$ cat config.mk
export PLATFORM = sky130hd
export DESIGN_NAME = uart_byte_tx
export DESIGN_NICKNAME = d
export VERILOG_FILES = /design/src/rtl/uart_byte_tx.sv
export SDC_FILE = /design/constraint.sdc
export NUM_CORES = 1
export LEC_CHECK = 0
export BUFFER_PORTS_ARGS = -buffer_cell sky130_fd_sc_hd__buf_2
export CORE_MARGIN = 1
export CORE_UTILIZATION = 43
export DETAILED_ROUTE_END_ITERATION = 12
export HOLD_SLACK_MARGIN = 0.03
export SYNTH_ARGS = -nofsm -noshare
export SYNTH_HDL_FRONTEND = slang
export SYNTH_SLANG_ARGS = --single-unit
$ cat constraint.sdc
create_clock -name Clk -period 1.85 [get_ports Clk]
set_input_delay 0.185 -clock Clk [delete_from_list [all_inputs] [get_ports Clk]]
set_output_delay 0.185 -clock Clk [all_outputs]
set_load 0.01 [all_outputs]
$ cat src/rtl/uart_byte_tx.sv
// uart_byte_tx: serialises one byte per accepted request onto an async UART line.
// Frame = start bit, D0..D7 (LSB first), optional parity bit, 1 or 2 stop bits.
// Baud rate comes from the same 3-bit baud_set code as the byte receiver; the
// chosen divisor is latched together with the byte so a frame in flight cannot
// be disturbed by later input changes.
module uart_byte_tx #(
  parameter int CLK_FREQ   = 50_000_000,
  parameter int PARITY_EN  = 0,
  parameter int PARITY_ODD = 0,
  parameter int STOP_BITS  = 1
) (
  input  logic       Clk,
  input  logic       Reset_n,
  input  logic [7:0] Data,
  input  logic       Send_go,
  input  logic [2:0] baud_set,
  output logic       uart_tx,
  output logic       Tx_Busy,
  output logic       Tx_Done
);

  // Bit period minus one, in Clk cycles, for each supported baud rate.
  localparam logic [19:0] DIV_9600   = 20'(CLK_FREQ / 9600 - 1);
  localparam logic [19:0] DIV_19200  = 20'(CLK_FREQ / 19200 - 1);
  localparam logic [19:0] DIV_38400  = 20'(CLK_FREQ / 38400 - 1);
  localparam logic [19:0] DIV_57600  = 20'(CLK_FREQ / 57600 - 1);
  localparam logic [19:0] DIV_115200 = 20'(CLK_FREQ / 115200 - 1);

  localparam logic HAS_PARITY = (PARITY_EN != 0);
  localparam logic ODD_PARITY = (PARITY_ODD != 0);
  localparam logic TWO_STOPS  = (STOP_BITS == 2);

  typedef enum logic [2:0] {
    IDLE,
    START,
    DATA,
    PARITY,
    STOP
  } state_t;

  state_t      state;
  state_t      state_next;
  logic [7:0]  data_reg;
  logic [19:0] div_reg;
  logic [19:0] div_sel;
  logic [19:0] cnt;
  logic [2:0]  bit_idx;
  logic        stop_idx;
  logic        bit_end;
  logic        accept;
  logic        parity_bit;
  logic        tx_next;
  logic        busy_next;
  logic        done_next;

  // Decode the run-time baud selection; unused codes fall back to 9600.
  always_comb begin
    div_sel = DIV_9600;
    case (baud_set)
      3'd0:    div_sel = DIV_9600;
      3'd1:    div_sel = DIV_19200;
      3'd2:    div_sel = DIV_38400;
      3'd3:    div_sel = DIV_57600;
      3'd4:    div_sel = DIV_115200;
      default: div_sel = DIV_9600;
    endcase
  end

  // A bit period ends on the cycle the divider reaches the latched divisor.
  assign bit_end    = (cnt == div_reg);
  assign parity_bit = (^data_reg) ^ ODD_PARITY;

  // Next-state and next-output logic; the line value is computed one edge
  // ahead so uart_tx itself is always a flop output.
  always_comb begin
    state_next = state;
    tx_next    = uart_tx;
    busy_next  = Tx_Busy;
    done_next  = 1'b0;
    accept     = 1'b0;
    case (state)
      IDLE: begin
        tx_next = 1'b1;
        if (Send_go && !Tx_Busy) begin
          accept     = 1'b1;
          state_next = START;
          tx_next    = 1'b0;
          busy_next  = 1'b1;
        end
      end
      START: begin
        if (bit_end) begin
          state_next = DATA;
          tx_next    = data_reg[0];
        end
      end
      DATA: begin
        if (bit_end) begin
          if (bit_idx == 3'd7) begin
            if (HAS_PARITY) begin
              state_next = PARITY;
              tx_next    = parity_bit;
            end else begin
              state_next = STOP;
              tx_next    = 1'b1;
            end
          end else begin
            tx_next = data_reg[bit_idx + 3'd1];
          end
        end
      end
      PARITY: begin
        if (bit_end) begin
          state_next = STOP;
          tx_next    = 1'b1;
        end
      end
      STOP: begin
        tx_next = 1'b1;
        if (bit_end && (stop_idx == TWO_STOPS)) begin
          state_next = IDLE;
          busy_next  = 1'b0;
          done_next  = 1'b1;
        end
      end
      default: begin
        state_next = IDLE;
        tx_next    = 1'b1;
        busy_next  = 1'b0;
      end
    endcase
  end

  // FSM state register; reset abandons any frame in progress.
  always_ff @(posedge Clk or negedge Reset_n) begin
    if (!Reset_n) begin
      state <= IDLE;
    end else begin
      state <= state_next;
    end
  end

  // Frame context: byte and divisor captured on acceptance, plus the bit
  // divider and the data/stop position counters.
  always_ff @(posedge Clk or negedge Reset_n) begin
    if (!Reset_n) begin
      data_reg <= 8'd0;
      div_reg  <= 20'd0;
      cnt      <= 20'd0;
      bit_idx  <= 3'd0;
      stop_idx <= 1'b0;
    end else begin
      if (accept) begin
        data_reg <= Data;
        div_reg  <= div_sel;
      end
      if (state == IDLE || bit_end) begin
        cnt <= 20'd0;
      end else begin
        cnt <= cnt + 20'd1;
      end
      if (accept) begin
        bit_idx <= 3'd0;
      end else if (state == DATA && bit_end) begin
        bit_idx <= bit_idx + 3'd1;
      end
      if (accept) begin
        stop_idx <= 1'b0;
      end else if (state == STOP && bit_end) begin
        stop_idx <= ~stop_idx;
      end
    end
  end

  // Registered outputs: idle-high line, busy flag and single-cycle done pulse.
  always_ff @(posedge Clk or negedge Reset_n) begin
    if (!Reset_n) begin
      uart_tx <= 1'b1;
      Tx_Busy <= 1'b0;
      Tx_Done <= 1'b0;
    end else begin
      uart_tx <= tx_next;
      Tx_Busy <= busy_next;
      Tx_Done <= done_next;
    end
  end

endmodule
## Word level (Yosys, flattened, before mapping)

Index checks and enable logic that the tools add are counted.

- Add/sub/neg operators: 2
- Multiply operators: 0
- Div/mod/pow operators: 0
- Order comparisons: 1
- Equal/unequal tests: 16
- Shifts and indexed selects: 0
- Multiplexer cells: 28
- Bitwise logic cells: 2
- Reductions and logical operators: 13

Operators with widths:

| operator | count |
|---|---|
| one-hot mux 13 bit (4 select lines) | 1 |
| two-way mux 3 bit | 8 |
| adder 20 x 1 -> 20 bit, second input constant | 1 |
| == test 20 bit | 1 |
| two-way mux 20 bit | 1 |
| one-hot mux 3 bit (5 select lines) | 1 |
| two-way mux 1 bit | 14 |
| == test 3 x 2 -> 1 bit, second input constant | 4 |
| inequality test 2 bit, second input constant | 6 |
| == test 3 bit, second input constant | 3 |
| == test 3 x 1 -> 1 bit, second input constant | 2 |
| AND reduction 3 bit | 2 |
| AND reduction 6 bit | 1 |
| logical AND 1 bit | 4 |
| < comparator 3 x 4 -> 1 bit, second input constant | 1 |
| one-hot mux 1 bit (4 select lines) | 1 |
| nonzero test 2 bit | 2 |
| adder 3 x 1 -> 3 bit, second input constant | 1 |
| binary-select mux 1 bit (select 3 bit) | 1 |
| zero test 3 bit | 1 |
| one-hot mux 1 bit (3 select lines) | 1 |
| OR reduction 3 bit | 1 |
| NOT 1 bit | 2 |
| zero test 1 bit | 1 |
| logical OR 1 bit | 1 |

- Register bits: 58
- Bits in latches: 0
- RAM bits: 0
- Bits in read-only memories: 0
- Input bits: 14
- Output and inout port bits: 3
- Word-level logic and storage cells: 71
- Memories kept: 0

## Longest topological paths before layout

Gate-level depths: netlist of run 1.

- Depth after elaboration: 6
- Depth in mapped cells: 7
- Mapped depth without buffers: 6

## Worst setup path after synthesis of run 1

Ideal clock, no wire load.

- Path type: flip-flop to flip-flop
- Start point: register cnt[2]
- End point: register bit_idx[0]
- Arrival time: 1518 ps
- Data required time: 1730 ps
- Setup slack: 212 ps
- Cell stages (with the launch flop): 8
- Buffers on the path: 2
- Cells stage by stage: dfrtp_1 buf_4 nor3_2 o22ai_2 nor4_4 buf_6 a21oi_1 a31o_2

- Cells in the longest elaborated chain, start to end: 3

Ends and longest elaborated chain:

| what | RTL line | RTL |
|---|---|---|
| start, declared | 46 | `logic [19:0] cnt;` |
| start signal, assigned | 160 | `cnt <= cnt + 20'd1;` |
| == test 20 bit | 70 | `assign bit_end = (cnt == div_reg);` |
| logical AND 1 bit | 164 | `end else if (state == DATA && bit_end) begin` |
| nonzero test 2 bit (no line) | -- |  |
| end signal, assigned | 165 | `bit_idx <= bit_idx + 3'd1;` |
| end, declared | 47 | `logic [2:0] bit_idx;` |

Every way passes these cells.
A chain may end at the register's enable or synchronous reset.

## Worst setup path after layout of run 1

- Start point: register bit_idx[0]
- End point: register uart_tx

- Cells in the longest elaborated chain, start to end: 6
- Elaborated cells on any way between the ends: 7
- Those cells by class: add/sub (1); eq/ne (1); mux (5)

Ends and longest elaborated chain:

| what | RTL line | RTL |
|---|---|---|
| adder 3 x 1 -> 3 bit | 108 | `tx_next = data_reg[bit_idx + 3'd1];` |
| binary-select mux 1 bit (select 3 bit) | 108 |  |
| two-way mux 1 bit (implied by the code) | 108 |  |
| two-way mux 1 bit (*) | 99 | `if (bit_idx == 3'd7) begin` |
| two-way mux 1 bit (*) | 98 | `if (bit_end) begin` |
| one-hot mux 1 bit (4 select lines) (*) | 81 | `case (state)` |
| end signal, assigned | 182 | `uart_tx <= tx_next;` |
| end, declared | 17 | `output logic uart_tx,` |

Mark *: on every way between the ends. The rest lies on a longest branch, timed or not. The select of a mux whose other input is x is not followed.

==> run summary, run 1 <==
Result of the run: complete, no violations
Max capacitance violation total: 0
Via count of the first global-routing pass: 1772
IO Count: 17
Number of buffers on the longest clock path: 2
GRT overflow: 0
Reg-to-reg endpoint: uart_tx
Terminating pin of the worst hold path: data_reg[1]
Slew Limit Fails: 0
Post-synthesis async set-or-reset flop share: 100%
Final Skew: 0.00630 ns
Largest register FFs: 20
Most instantiated flip-flop cell in the synthesis netlist: sky130_fd_sc_hd__dfrtp_1
Mapped Nets: 270
Top cell type's share of synthesized area: 49.2%
Worst min-delay path class: in -> reg
Final net count: 300
EDFF count, synth: 0
Antenna diode instance count: 0
Placed Instance Area: 2690 um^2
Detailed-router iteration count before antenna repair: 4
Required @ worst endpoint: 2.08 ns
Vias per std cell: 4.99
Worst hold path depth: 3
Cell type of the slowest stage on the worst timing path: sky130_fd_sc_hd__dfrtp_1
Cell row count: 27
Setup violations, final: 0
Period Utilization, post-route: 92.2%
Clock tree from TritonCTS: built
Post-synthesis instance area: 2440 um^2
Ys Warns: 0
Count of antenna-violating nets left after detailed routing: 0
Setup repair bufs after CTS: 0
Cell chain of the critical path: ha_1, ha_1, nor3_1, a311o_1, o31ai_1, a31oi_1
Buffer cell driving the clock tree root: sky130_fd_sc_hd__clkbuf_8
Count of buffers inserted at the top-level ports: 16
Final weighted congestion of routability-driven global placement: 0.810
Die span in y: 77.4 um
Average cell area after synthesis: 9.66 um^2
Reg2Reg Setup Slack: 0.14 ns
Critical path peak fanout: 5
Maximum vdd ir drop: 0.000387 V
Highest cell delay on the worst timing path: 0.40 ns
Cell type with the largest total area after synthesis: sky130_fd_sc_hd__dfrtp_1
Clock transition at the register clock pins on the worst setup and hold paths after CTS: 0.09 ns
Critical path start-end classification: reg -> reg
Filler Cells Inserted: 517
Worst flop-to-flop path startpoint: bit_idx[0]
Summed area of non-filler cells in the final layout: 2860 um^2
Largest cells by area after synthesis: sky130_fd_sc_hd__dfrtp_1 (49%), sky130_fd_sc_hd__xnor2_1 (7.2%), sky130_fd_sc_hd__nand2_1 (7.1%), sky130_fd_sc_hd__nor2_1 (5.1%), sky130_fd_sc_hd__xor2_1 (3.2%)
CP startpoint kind: flop
Number of violations reported at the end of detailed-routing iteration 0: 75
Area Growth Syn to Fin: 16.9%
GRT Resource Usage Total: 17.6%
Cells after Synth: 253
Die boundary width: 77.4 um
Number of sinks handled by clock tree synthesis: 49
Via Count: 1778
DRC violations left: 0
First-pass GRT wire length: 8.30 mm
Post-synthesis register bit count: 49
Worst path arrival time: 1.94 ns
DPL Wire Length: 3.39 mm
Worst reg-to-reg path cell count: 6
Hold violation count in the final report: 0
Core Region: 5510 um^2
H-Tree Level Count: 2
Maximum frequency from static timing analysis: 0.586 GHz
Share of cells above drive strength 1: 19.4%
Launching instance or port of the critical path: bit_idx[0]
Final Hold Slack: 0.0573 ns
Tightest slew margin relative to the limit: 66.5%
Wire length reported by the detailed router: 4.65 mm
Final critical-path required period: 1.71 ns
DR WL/cell: 13.1 um
Count of distinct cell types in the synthesized netlist: 42
Power density normalized to cell area: 959 nW/um^2
Clock latency on the worst-skew pair: 0.31 ns
Clock buffer count from CTS: 5
Maximum number of pins on one net before global-route repair: 23
Antenna violations before repair: 0
Slew at the pin closest to its max-slew limit: 0.503 ns
Crit-path most repeated cell: sky130_fd_sc_hd__ha_1
Leakage power figure: 1.34 nW
Effective utilization at floorplan: 44.4%
Proportion of synthesized chip area in sequential cells: 50.2%
Total chip power: 2.74 mW
Type of destination of the critical path: flop
Die Area: 5990 um^2
Launch instance of the worst min-delay path: Data[1]
[how the worst max path moves through the flow]
stage | cells after the start | to | slack (ns)
after floorplan | 7 | bit_idx[0] | 0.21
final | 6 | uart_tx | 0.14
after global routing | 5 | div_reg[8] | -0.002
after detailed placement | 6 | state[2] | 0.04
after global placement | 6 | state[2] | 0.08
after CTS | 6 | state[2] | 0.03
[metrics by stage]
stage / TNS, ns / util [%] / worst slack, ns / std cells
3_5_place_dp: 0 / 48.9 / 0.0436 / 347
4_1_cts: 0 / 51.1 / 0.0267 / 356
6_report: 0 / 51.9 / 0.144 / 356
5_1_grt: -0.00224 / 51.9 / -0.00224 / 356
2_1_floorplan: 0 / - / 0.212 / 253
3_3_place_gp: 0 / 48.9 / 0.0810 / 347
[cells in the final DEF, fill, tap and decap left out, types with 2 or more instances in the layout]
master	count
sky130_fd_sc_hd__nand4_1	5
sky130_fd_sc_hd__nand3_1	11
sky130_fd_sc_hd__nand2_1	45
sky130_fd_sc_hd__nor3_2	2
sky130_fd_sc_hd__and3_1	5
sky130_fd_sc_hd__ha_1	3
sky130_fd_sc_hd__inv_1	4
sky130_fd_sc_hd__xor2_1	9
sky130_fd_sc_hd__and2_1	2
sky130_fd_sc_hd__mux2_2	2
sky130_fd_sc_hd__o21ai_0	6
sky130_fd_sc_hd__nor2_1	33
sky130_fd_sc_hd__nor3_1	5
sky130_fd_sc_hd__xnor2_1	19
sky130_fd_sc_hd__a21oi_1	5
sky130_fd_sc_hd__a41o_1	2
sky130_fd_sc_hd__mux2i_1	4
sky130_fd_sc_hd__nand2b_1	3
sky130_fd_sc_hd__clkbuf_8	5
sky130_fd_sc_hd__nor4_4	3
sky130_fd_sc_hd__buf_2	16
sky130_fd_sc_hd__dfrtp_1	48
sky130_fd_sc_hd__nor4_1	2
sky130_fd_sc_hd__a31oi_1	2
sky130_fd_sc_hd__nor2b_1	2
sky130_fd_sc_hd__nor3b_1	3
sky130_fd_sc_hd__buf_4	14
sky130_fd_sc_hd__o22ai_1	2
[what timing repair did]
action	CTS	global route
gates resized for setup	0	8
endpoints found under the hold margin	20	0
hold buffers	1	0
endpoints found under the setup margin	0	10
[cell type report]
class | instances | area (um^2) | area share [%]
multi-input combinational | 190 | 1190 | 41.5
timing repair buffer | 33 | 226 | 7.93
inverter | 4 | 15.0 | 0.526
clock inverter | 2 | 38.8 | 1.36
clock buffer | 6 | 72.6 | 2.54
tap | 72 | 90.1 | 3.15
sequential | 49 | 1230 | 43.0
[logic make-up after synthesis]
family,count (synthesis),share of synthesized area [%]
xor+xnor,29,10.4
flops,49,50.2
buf+inv,14,2.76
fa+ha+maj,3,1.54
compound gates,25,7.02
simple gates,127,25.5
mux,6,2.56
[routing by layer]
layer	track usage [%]	up-vias	wire [um]
met4	7.36	0	88
li1	-	919	-
met3	2.47	8	107
met5	0	-	0
met2	25.8	24	1930
met1	26.0	827	2520
[synthesized netlist by cell type, drive strengths merged (4+ instances only)]
library cell and count:
dfrtp 48, nand2 46, nor2 33, xnor2 20, nand3 12, xor2 9, nor3 7, nor4 6
o21ai 6, a21oi 5, and3 5, buf 5, clkbuf 5, nand4 5, inv 4, mux2i 4
[where the power goes]
group | internal (mW) | switching [mW] | leakage (nW)
combinational | 0.300 | 0.369 | 0.646
clock | 0.406 | 0.369 | 0.0554
sequential | 1.19 | 0.106 | 0.642
[worst max-delay path, delay by kind of cell (launching register included)]
| kind | cells | cell delay (ns) |
|---|---|---|
| compound gates | 3 | 0.64 |
| fa+ha+maj | 2 | 0.54 |
| flops | 1 | 0.40 |
| simple gates | 1 | 0.07 |
Note: power is estimated with default switching activity, not from simulation.
==> run 2, diff against run 1 <==
--- a/config.mk
+++ b/config.mk
@@ -8,6 +8,7 @@
 export BUFFER_PORTS_ARGS = -buffer_cell sky130_fd_sc_hd__buf_2
 export CORE_MARGIN = 1
 export CORE_UTILIZATION = 43
+export CTS_BUF_LIST = sky130_fd_sc_hd__clkbuf_8
 export DETAILED_ROUTE_END_ITERATION = 12
 export HOLD_SLACK_MARGIN = 0.03
 export SYNTH_ARGS = -nofsm -noshare
==> run summary, run 2 (synthesis results as in run 1) <==
Area of the multi-input gates: 1190 um^2 (unchanged)
Commonest non-fill, non-tap cells in the layout: sky130_fd_sc_hd__dfrtp_1 (48), sky130_fd_sc_hd__nand2_1 (45), sky130_fd_sc_hd__nor2_1 (33) (unchanged)
Count of antenna-violating nets left after detailed routing: 0 (unchanged)
Setup violations, final: 0 (unchanged)
First-pass GRT wire length: 8.30 mm (unchanged)
Highest cell delay on the worst timing path: 0.40 ns (about the same)
Share of cells above drive strength 1: 19.4% (unchanged)
Type of destination of the critical path: flop (unchanged)
Via Count: 1776 (was 1778)
Period Utilization, post-route: 92.2% (about the same)
Crit-path most repeated cell: sky130_fd_sc_hd__ha_1 (unchanged)
Maximum number of pins on one net before global-route repair: 23 (unchanged)
Register area: 1230 um^2 (unchanged)
Count of buffers inserted at the top-level ports: 16 (unchanged)
Clock transition at the register clock pins on the worst setup and hold paths after CTS: 0.09 ns (about the same)
Critical path peak fanout: 5 (unchanged)
Summed area of non-filler cells in the final layout: 2860 um^2 (unchanged)
Final Skew: 0.00809 ns (was 0.00630 ns)
Required @ worst endpoint: 2.09 ns (was 2.08 ns)
Antenna diode instance count: 0 (unchanged)
Cell chain of the critical path: ha_1, ha_1, nor3_1, a311o_1, o31ai_1, a31oi_1 (unchanged)
Most common cell after layout, fill and taps aside: sky130_fd_sc_hd__dfrtp_1 (unchanged)
Power density normalized to cell area: 958 nW/um^2 (was 959 nW/um^2)
Filler Cells Inserted: 517 (unchanged)
Cell row count: 27 (unchanged)
Met1 layer usage reported by global route: 26.0% (unchanged)
Worst min-delay path class: in -> reg (unchanged)
Pre-CTS worst setup slack: 0.0436 ns (unchanged)
Maximum frequency from static timing analysis: 0.586 GHz (about the same)
DPL Wire Length: 3.39 mm (unchanged)
Core Region: 5510 um^2 (unchanged)
Largest register FFs: 20 (unchanged)
Critical path start-end classification: reg -> reg (unchanged)
Final net count: 300 (unchanged)
Area Growth Syn to Fin: 16.9% (unchanged)
Number of violations reported at the end of detailed-routing iteration 0: 75 (unchanged)
Buffer cell driving the clock tree root: sky130_fd_sc_hd__clkbuf_8 (unchanged)
H-Tree Level Count: 2 (unchanged)
Setup repair bufs after CTS: 0 (unchanged)
Slew Limit Fails: 0 (unchanged)
Clock latency on the worst-skew pair: 0.31 ns (about the same)
Die Area: 5990 um^2 (unchanged)
Vias per std cell: 4.99 (about the same)
Peak-usage layer in the global routing report: met1 (unchanged)
Worst path arrival time: 1.94 ns (about the same)
Total chip power: 2.74 mW (about the same)
GRT overflow: 0 (unchanged)
Die boundary width: 77.4 um (unchanged)
Max capacitance violation total: 0 (unchanged)
GRT Resource Usage Total: 17.6% (unchanged)
Clock tree from TritonCTS: built (unchanged)
IO Count: 17 (unchanged)
Reg2Reg Setup Slack: 0.14 ns (about the same)
Effective utilization at floorplan: 44.4% (unchanged)
Slew at the pin closest to its max-slew limit: 0.503 ns (unchanged)
DRC violations left: 0 (unchanged)
Via count of the first global-routing pass: 1772 (unchanged)
Hold violation count in the final report: 0 (unchanged)
Placed Instance Area: 2690 um^2 (unchanged)
Leakage power figure: 1.35 nW (was 1.34 nW)
Detailed-router iteration count before antenna repair: 4 (unchanged)
Die span in y: 77.4 um (unchanged)
Final weighted congestion of routability-driven global placement: 0.810 (unchanged)
Global-route met3 utilization: 2.47% (unchanged)
Fin worst setup slack: 0.145 ns (was 0.144 ns)
Number of buffers on the longest clock path: 2 (unchanged)
Clock buffer count from CTS: 5 (unchanged)
Wire length reported by the detailed router: 4.65 mm (about the same)
DR WL/cell: 13.1 um (about the same)
Tightest slew margin relative to the limit: 66.5% (unchanged)
CP startpoint kind: flop (unchanged)
Final critical-path required period: 1.71 ns (about the same)
Met2 Usage GRT: 25.8% (unchanged)
Maximum vdd ir drop: 0.000390 V (was 0.000387 V)
Result of the run: complete, no violations (unchanged)
Cell type of the slowest stage on the worst timing path: sky130_fd_sc_hd__dfrtp_1 (unchanged)
Number of sinks handled by clock tree synthesis: 49 (unchanged)
Antenna violations before repair: 0 (unchanged)
==> run 2: cell count changes in the layout (fill, tap and decap cells not counted) <==
cell,change
sky130_fd_sc_hd__clkbuf_1,-1
sky130_fd_sc_hd__inv_1,+1
==> run 2: worst paths after layout <==
check / startpoint / to / cells after the start
max in group asynchronous: Reset_n / uart_tx / 3
min in group asynchronous: Reset_n / cnt[0] / 2
worst min-delay path: Data[1] / data_reg[1] / 3
worst min register to register: data_reg[5] / data_reg[5] / 2
worst max-delay path: bit_idx[0] / uart_tx / 6
worst max register to register: bit_idx[0] / uart_tx / 6
==> run 2: timing repair <==
item / CTS / global route
endpoints found under the setup margin: 0 / 10
endpoints found under the hold margin: 20 / 0
hold buffers: 1 / 0
resized for setup: 0 / 8
==> run 2: critical path: cells and delay by family, from the launching register on <==
kind            cells  cell delay (ns)
flops               1             0.40
fa+ha+maj           2             0.54
compound gates      3             0.64
simple gates        1             0.07
==> run 2: through the flow <==
stage          hold WS (ns)  util (%)  TNS [ns]  cells
6_report             0.0564      51.9         0    356
5_1_grt              0.0608      51.9  -0.00224    356
4_1_cts              0.0523      51.1         0    356
3_5_place_dp          0.182      48.9         0    347
3_3_place_gp          0.191      48.9         0    347
2_1_floorplan        -0.111         -         0    253
==> run 2: layout make-up <==
class                           count  area share [%]
Clock buffer                        5            2.41
Clock inverter                      3            1.49
Inverter                            4           0.526
Multi-Input combinational cell    190            41.5
Sequential cell                    49            43.0
Tap cell                           72            3.15
Timing Repair Buffer               33            7.93
==> run 2: where the power goes <==
part | switching [mW] | internal (mW) | total [mW]
clock | 0.373 | 0.401 | 0.774
sequential | 0.106 | 1.19 | 1.29
combinational | 0.369 | 0.300 | 0.669
==> run 2: routing by layer <==
metal	wire length, um	vias up
li1	-	919
met1	2540	825
met2	1910	24
met3	107	8
met4	88	0
met5	0	-
==> run 3, diff against run 2 <==
--- a/config.mk
+++ b/config.mk
@@ -6,11 +6,12 @@
 export NUM_CORES = 1
 export LEC_CHECK = 0
 export BUFFER_PORTS_ARGS = -buffer_cell sky130_fd_sc_hd__buf_2
-export CORE_MARGIN = 1
+export CORE_MARGIN = 5
 export CORE_UTILIZATION = 43
 export CTS_BUF_LIST = sky130_fd_sc_hd__clkbuf_8
 export DETAILED_ROUTE_END_ITERATION = 12
 export HOLD_SLACK_MARGIN = 0.03
+export SKIP_LAST_GASP = 1
 export SYNTH_ARGS = -nofsm -noshare
 export SYNTH_HDL_FRONTEND = slang
 export SYNTH_SLANG_ARGS = --single-unit
==> run summary, run 3 (synthesis results as in run 1) <==
Result of the run: complete, no violations (unchanged)
Cell type of the slowest stage on the worst timing path: sky130_fd_sc_hd__dfrtp_1 (unchanged)
Antenna diode instance count: 0 (unchanged)
Largest register FFs: 20 (unchanged)
Via count of the first global-routing pass: 1699 (was 1772)
CP startpoint kind: flop (unchanged)
Most common cell after layout, fill and taps aside: sky130_fd_sc_hd__dfrtp_1 (unchanged)
DPL Wire Length: 3.50 mm (was 3.39 mm)
Hold violation count in the final report: 0 (unchanged)
Antenna violations before repair: 0 (unchanged)
Effective utilization at floorplan: 44.4% (unchanged)
Die Area: 7290 um^2 (was 5990 um^2)
Final critical-path required period: 1.76 ns (was 1.71 ns)
Required @ worst endpoint: 2.05 ns (was 2.09 ns)
Type of destination of the critical path: flop (unchanged)
Maximum vdd ir drop: 0.000403 V (was 0.000390 V)
Slew at the pin closest to its max-slew limit: 0.558 ns (was 0.503 ns)
Fin Setup TNS: 0 ns (unchanged)
Clock transition at the register clock pins on the worst setup and hold paths after CTS: 0.09 ns (about the same)
Maximum number of pins on one net before global-route repair: 26 (was 23)
Count of buffers inserted at the top-level ports: 16 (unchanged)
Critical path peak fanout: 3 (was 5)
Total chip power: 2.55 mW (was 2.74 mW)
Crit path buf inv count: 0 (unchanged)
GRT overflow: 0 (unchanged)
Core Region: 5510 um^2 (unchanged)
Switching power total: 0.825 mW (was 0.847 mW)
Final weighted congestion of routability-driven global placement: 0.808 (was 0.810)
Die span in y: 85.4 um (was 77.4 um)
Net switching fraction of the power: 32.3% (was 31.0%)
Clock latency on the worst-skew pair: 0.31 ns (about the same)
GRT Resource Usage Total: 14.3% (was 17.6%)
Register area: 1230 um^2 (unchanged)
Via Count: 1802 (was 1776)
Worst min-delay path class: in -> reg (unchanged)
DRC violations left: 0 (unchanged)
Number of violations reported at the end of detailed-routing iteration 0: 91 (was 75)
Filler Cells Inserted: 514 (was 517)
Highest cell delay on the worst timing path: 0.41 ns (was 0.40 ns)
Final net count: 301 (was 300)
Area Growth Syn to Fin: 15.2% (was 16.9%)
Die boundary width: 85.4 um (was 77.4 um)
Share of cells above drive strength 1: 18.2% (was 19.4%)
Number of sinks handled by clock tree synthesis: 49 (unchanged)
Area of the multi-input gates: 1160 um^2 (was 1190 um^2)
Number of buffers on the longest clock path: 2 (unchanged)
First-pass GRT wire length: 8.32 mm (was 8.30 mm)
Setup violations, final: 0 (unchanged)
Cell internal power dissipation: 1.73 mW (was 1.89 mW)
Maximum frequency from static timing analysis: 0.567 GHz (was 0.586 GHz)
Clk network pwr share: 24.8% (was 28.3%)
Family of cells with the greatest summed delay on the critical path: simple AND/OR/NAND/NOR gates (was compound AO/OA/AOI/OAI gates)
Tightest slew margin relative to the limit: 62.8% (was 66.5%)
Worst path arrival time: 1.96 ns (was 1.94 ns)
Critical path start-end classification: reg -> reg (unchanged)
Post-route insts no fill: 357 (was 356)
Setup repair bufs after CTS: 0 (unchanged)
RSZ-0062 raised after global routing: yes
Buffer cell driving the clock tree root: sky130_fd_sc_hd__clkbuf_8 (unchanged)
Slew Limit Fails: 0 (unchanged)
Max capacitance violation total: 0 (unchanged)
H-Tree Level Count: 2 (unchanged)
Clock buffer count from CTS: 5 (unchanged)
DR WL/cell: 13.2 um (was 13.1 um)
Power density normalized to cell area: 907 nW/um^2 (was 958 nW/um^2)
Clock tree from TritonCTS: built (unchanged)
Final cell utilization of the core: 51.1% (was 51.9%)
Register share of total power: 51.1% (was 47.3%)
Part of the power in combinational logic: 24.1% (was 24.4%)
Commonest non-fill, non-tap cells in the layout: sky130_fd_sc_hd__dfrtp_1 (48), sky130_fd_sc_hd__nand2_1 (46), sky130_fd_sc_hd__nor2_1 (33) (was sky130_fd_sc_hd__dfrtp_1 (48), sky130_fd_sc_hd__nand2_1 (45), sky130_fd_sc_hd__nor2_1 (33))
Period Utilization, post-route: 95.3% (was 92.2%)
Count of antenna-violating nets left after detailed routing: 0 (unchanged)
Wire length reported by the detailed router: 4.71 mm (was 4.65 mm)
Cell row count: 27 (unchanged)
Detailed-router iteration count before antenna repair: 4 (unchanged)
Final Skew: 0.00756 ns (was 0.00809 ns)
Final Hold Slack: 0.0586 ns (was 0.0564 ns)
Leakage power figure: 1.33 nW (was 1.35 nW)
Cell chain of the critical path: nor4_1, nand4_1, nor4_4, o21ai_0, a32o_1 (was ha_1, ha_1, nor3_1, a311o_1, o31ai_1, a31oi_1)
Vias per std cell: 5.05 (was 4.99)
IO Count: 17 (unchanged)
Placed Cells: 348 (was 347)
[run 3: changes by cell type in the layout (fill, tap and decap cells not counted)]
cell                         change
sky130_fd_sc_hd__nand2_2         -1
sky130_fd_sc_hd__clkinvlp_4      +1
sky130_fd_sc_hd__nor3_2          -1
sky130_fd_sc_hd__nor2b_2         +1
sky130_fd_sc_hd__xnor2_2         -1
sky130_fd_sc_hd__nor2b_4         -1
sky130_fd_sc_hd__nor3_1          +1
sky130_fd_sc_hd__nand2_1         +1
sky130_fd_sc_hd__xnor2_1         +1
sky130_fd_sc_hd__buf_4           +1
sky130_fd_sc_hd__bufinv_16       -1
sky130_fd_sc_hd__nor4_1          +1
sky130_fd_sc_hd__nor4_2          -1
[run 3: routing by layer]
metal  routed length (um)  part of all wire, %  GRT usage (%)
met1                 2500                   53           21.4
met2                 1940                   41           19.5
met3                  168                  3.6           2.91
met4                  102                  2.2           6.33
met5                    0                    0              0
[run 3: cell type report]
class | instances | area share [%]
Sequential cell | 49 | 43.6
Multi-Input combinational cell | 190 | 41.2
Timing Repair Buffer | 34 | 8.31
Tap cell | 72 | 3.20
Clock buffer | 5 | 2.44
Clock inverter | 3 | 0.711
Inverter | 4 | 0.533
[run 3: through the flow]
step | instance area (um^2) | setup WS (ns)
final | 2820 | 0.0872
after CTS | 2800 | 0.0324
after floorplan | 2440 | 0.212
after detailed placement | 2700 | 0.0361
after global routing | 2820 | -0.00309
after global placement | 2700 | 0.0884
[run 3: worst register-to-register path: stages (launching register included)]
cell	delay [ns]
sky130_fd_sc_hd__dfrtp_1	0.41
sky130_fd_sc_hd__nor4_1	0.33
sky130_fd_sc_hd__nand4_1	0.19
sky130_fd_sc_hd__nor4_4	0.23
sky130_fd_sc_hd__o21ai_0	0.21
sky130_fd_sc_hd__a32o_1	0.29
[run 3: what timing repair did]
action,in CTS,in global routing
endpoints found under the setup margin,0,5
hold buffers,1,0
gates resized for setup,0,3
hold endpoints to repair,22,0
[run 3: path summary, 6_finish.rpt]
check,start,endpoint,slack [ns],cells after the start
worst max-delay path,cnt[17],state[1],0.09,5
worst min-delay path,Data[4],data_reg[4],0.06,3
min in group asynchronous,Reset_n,cnt[8],0.40,2
worst max register to register,cnt[17],state[1],0.09,5
worst min register to register,data_reg[1],data_reg[1],0.48,2
max in group asynchronous,Reset_n,cnt[5],0.86,3
[run 3: power by group through the flow]
stage               logic [mW]  clock network (mW)  registers (mW)
floorplan                0.429                   0            1.30
global placement         0.619                   0            1.32
detailed placement       0.624                   0            1.32
CTS                      0.626               0.660            1.30
global route             0.702               0.705            1.32
finish                   0.617               0.633            1.30
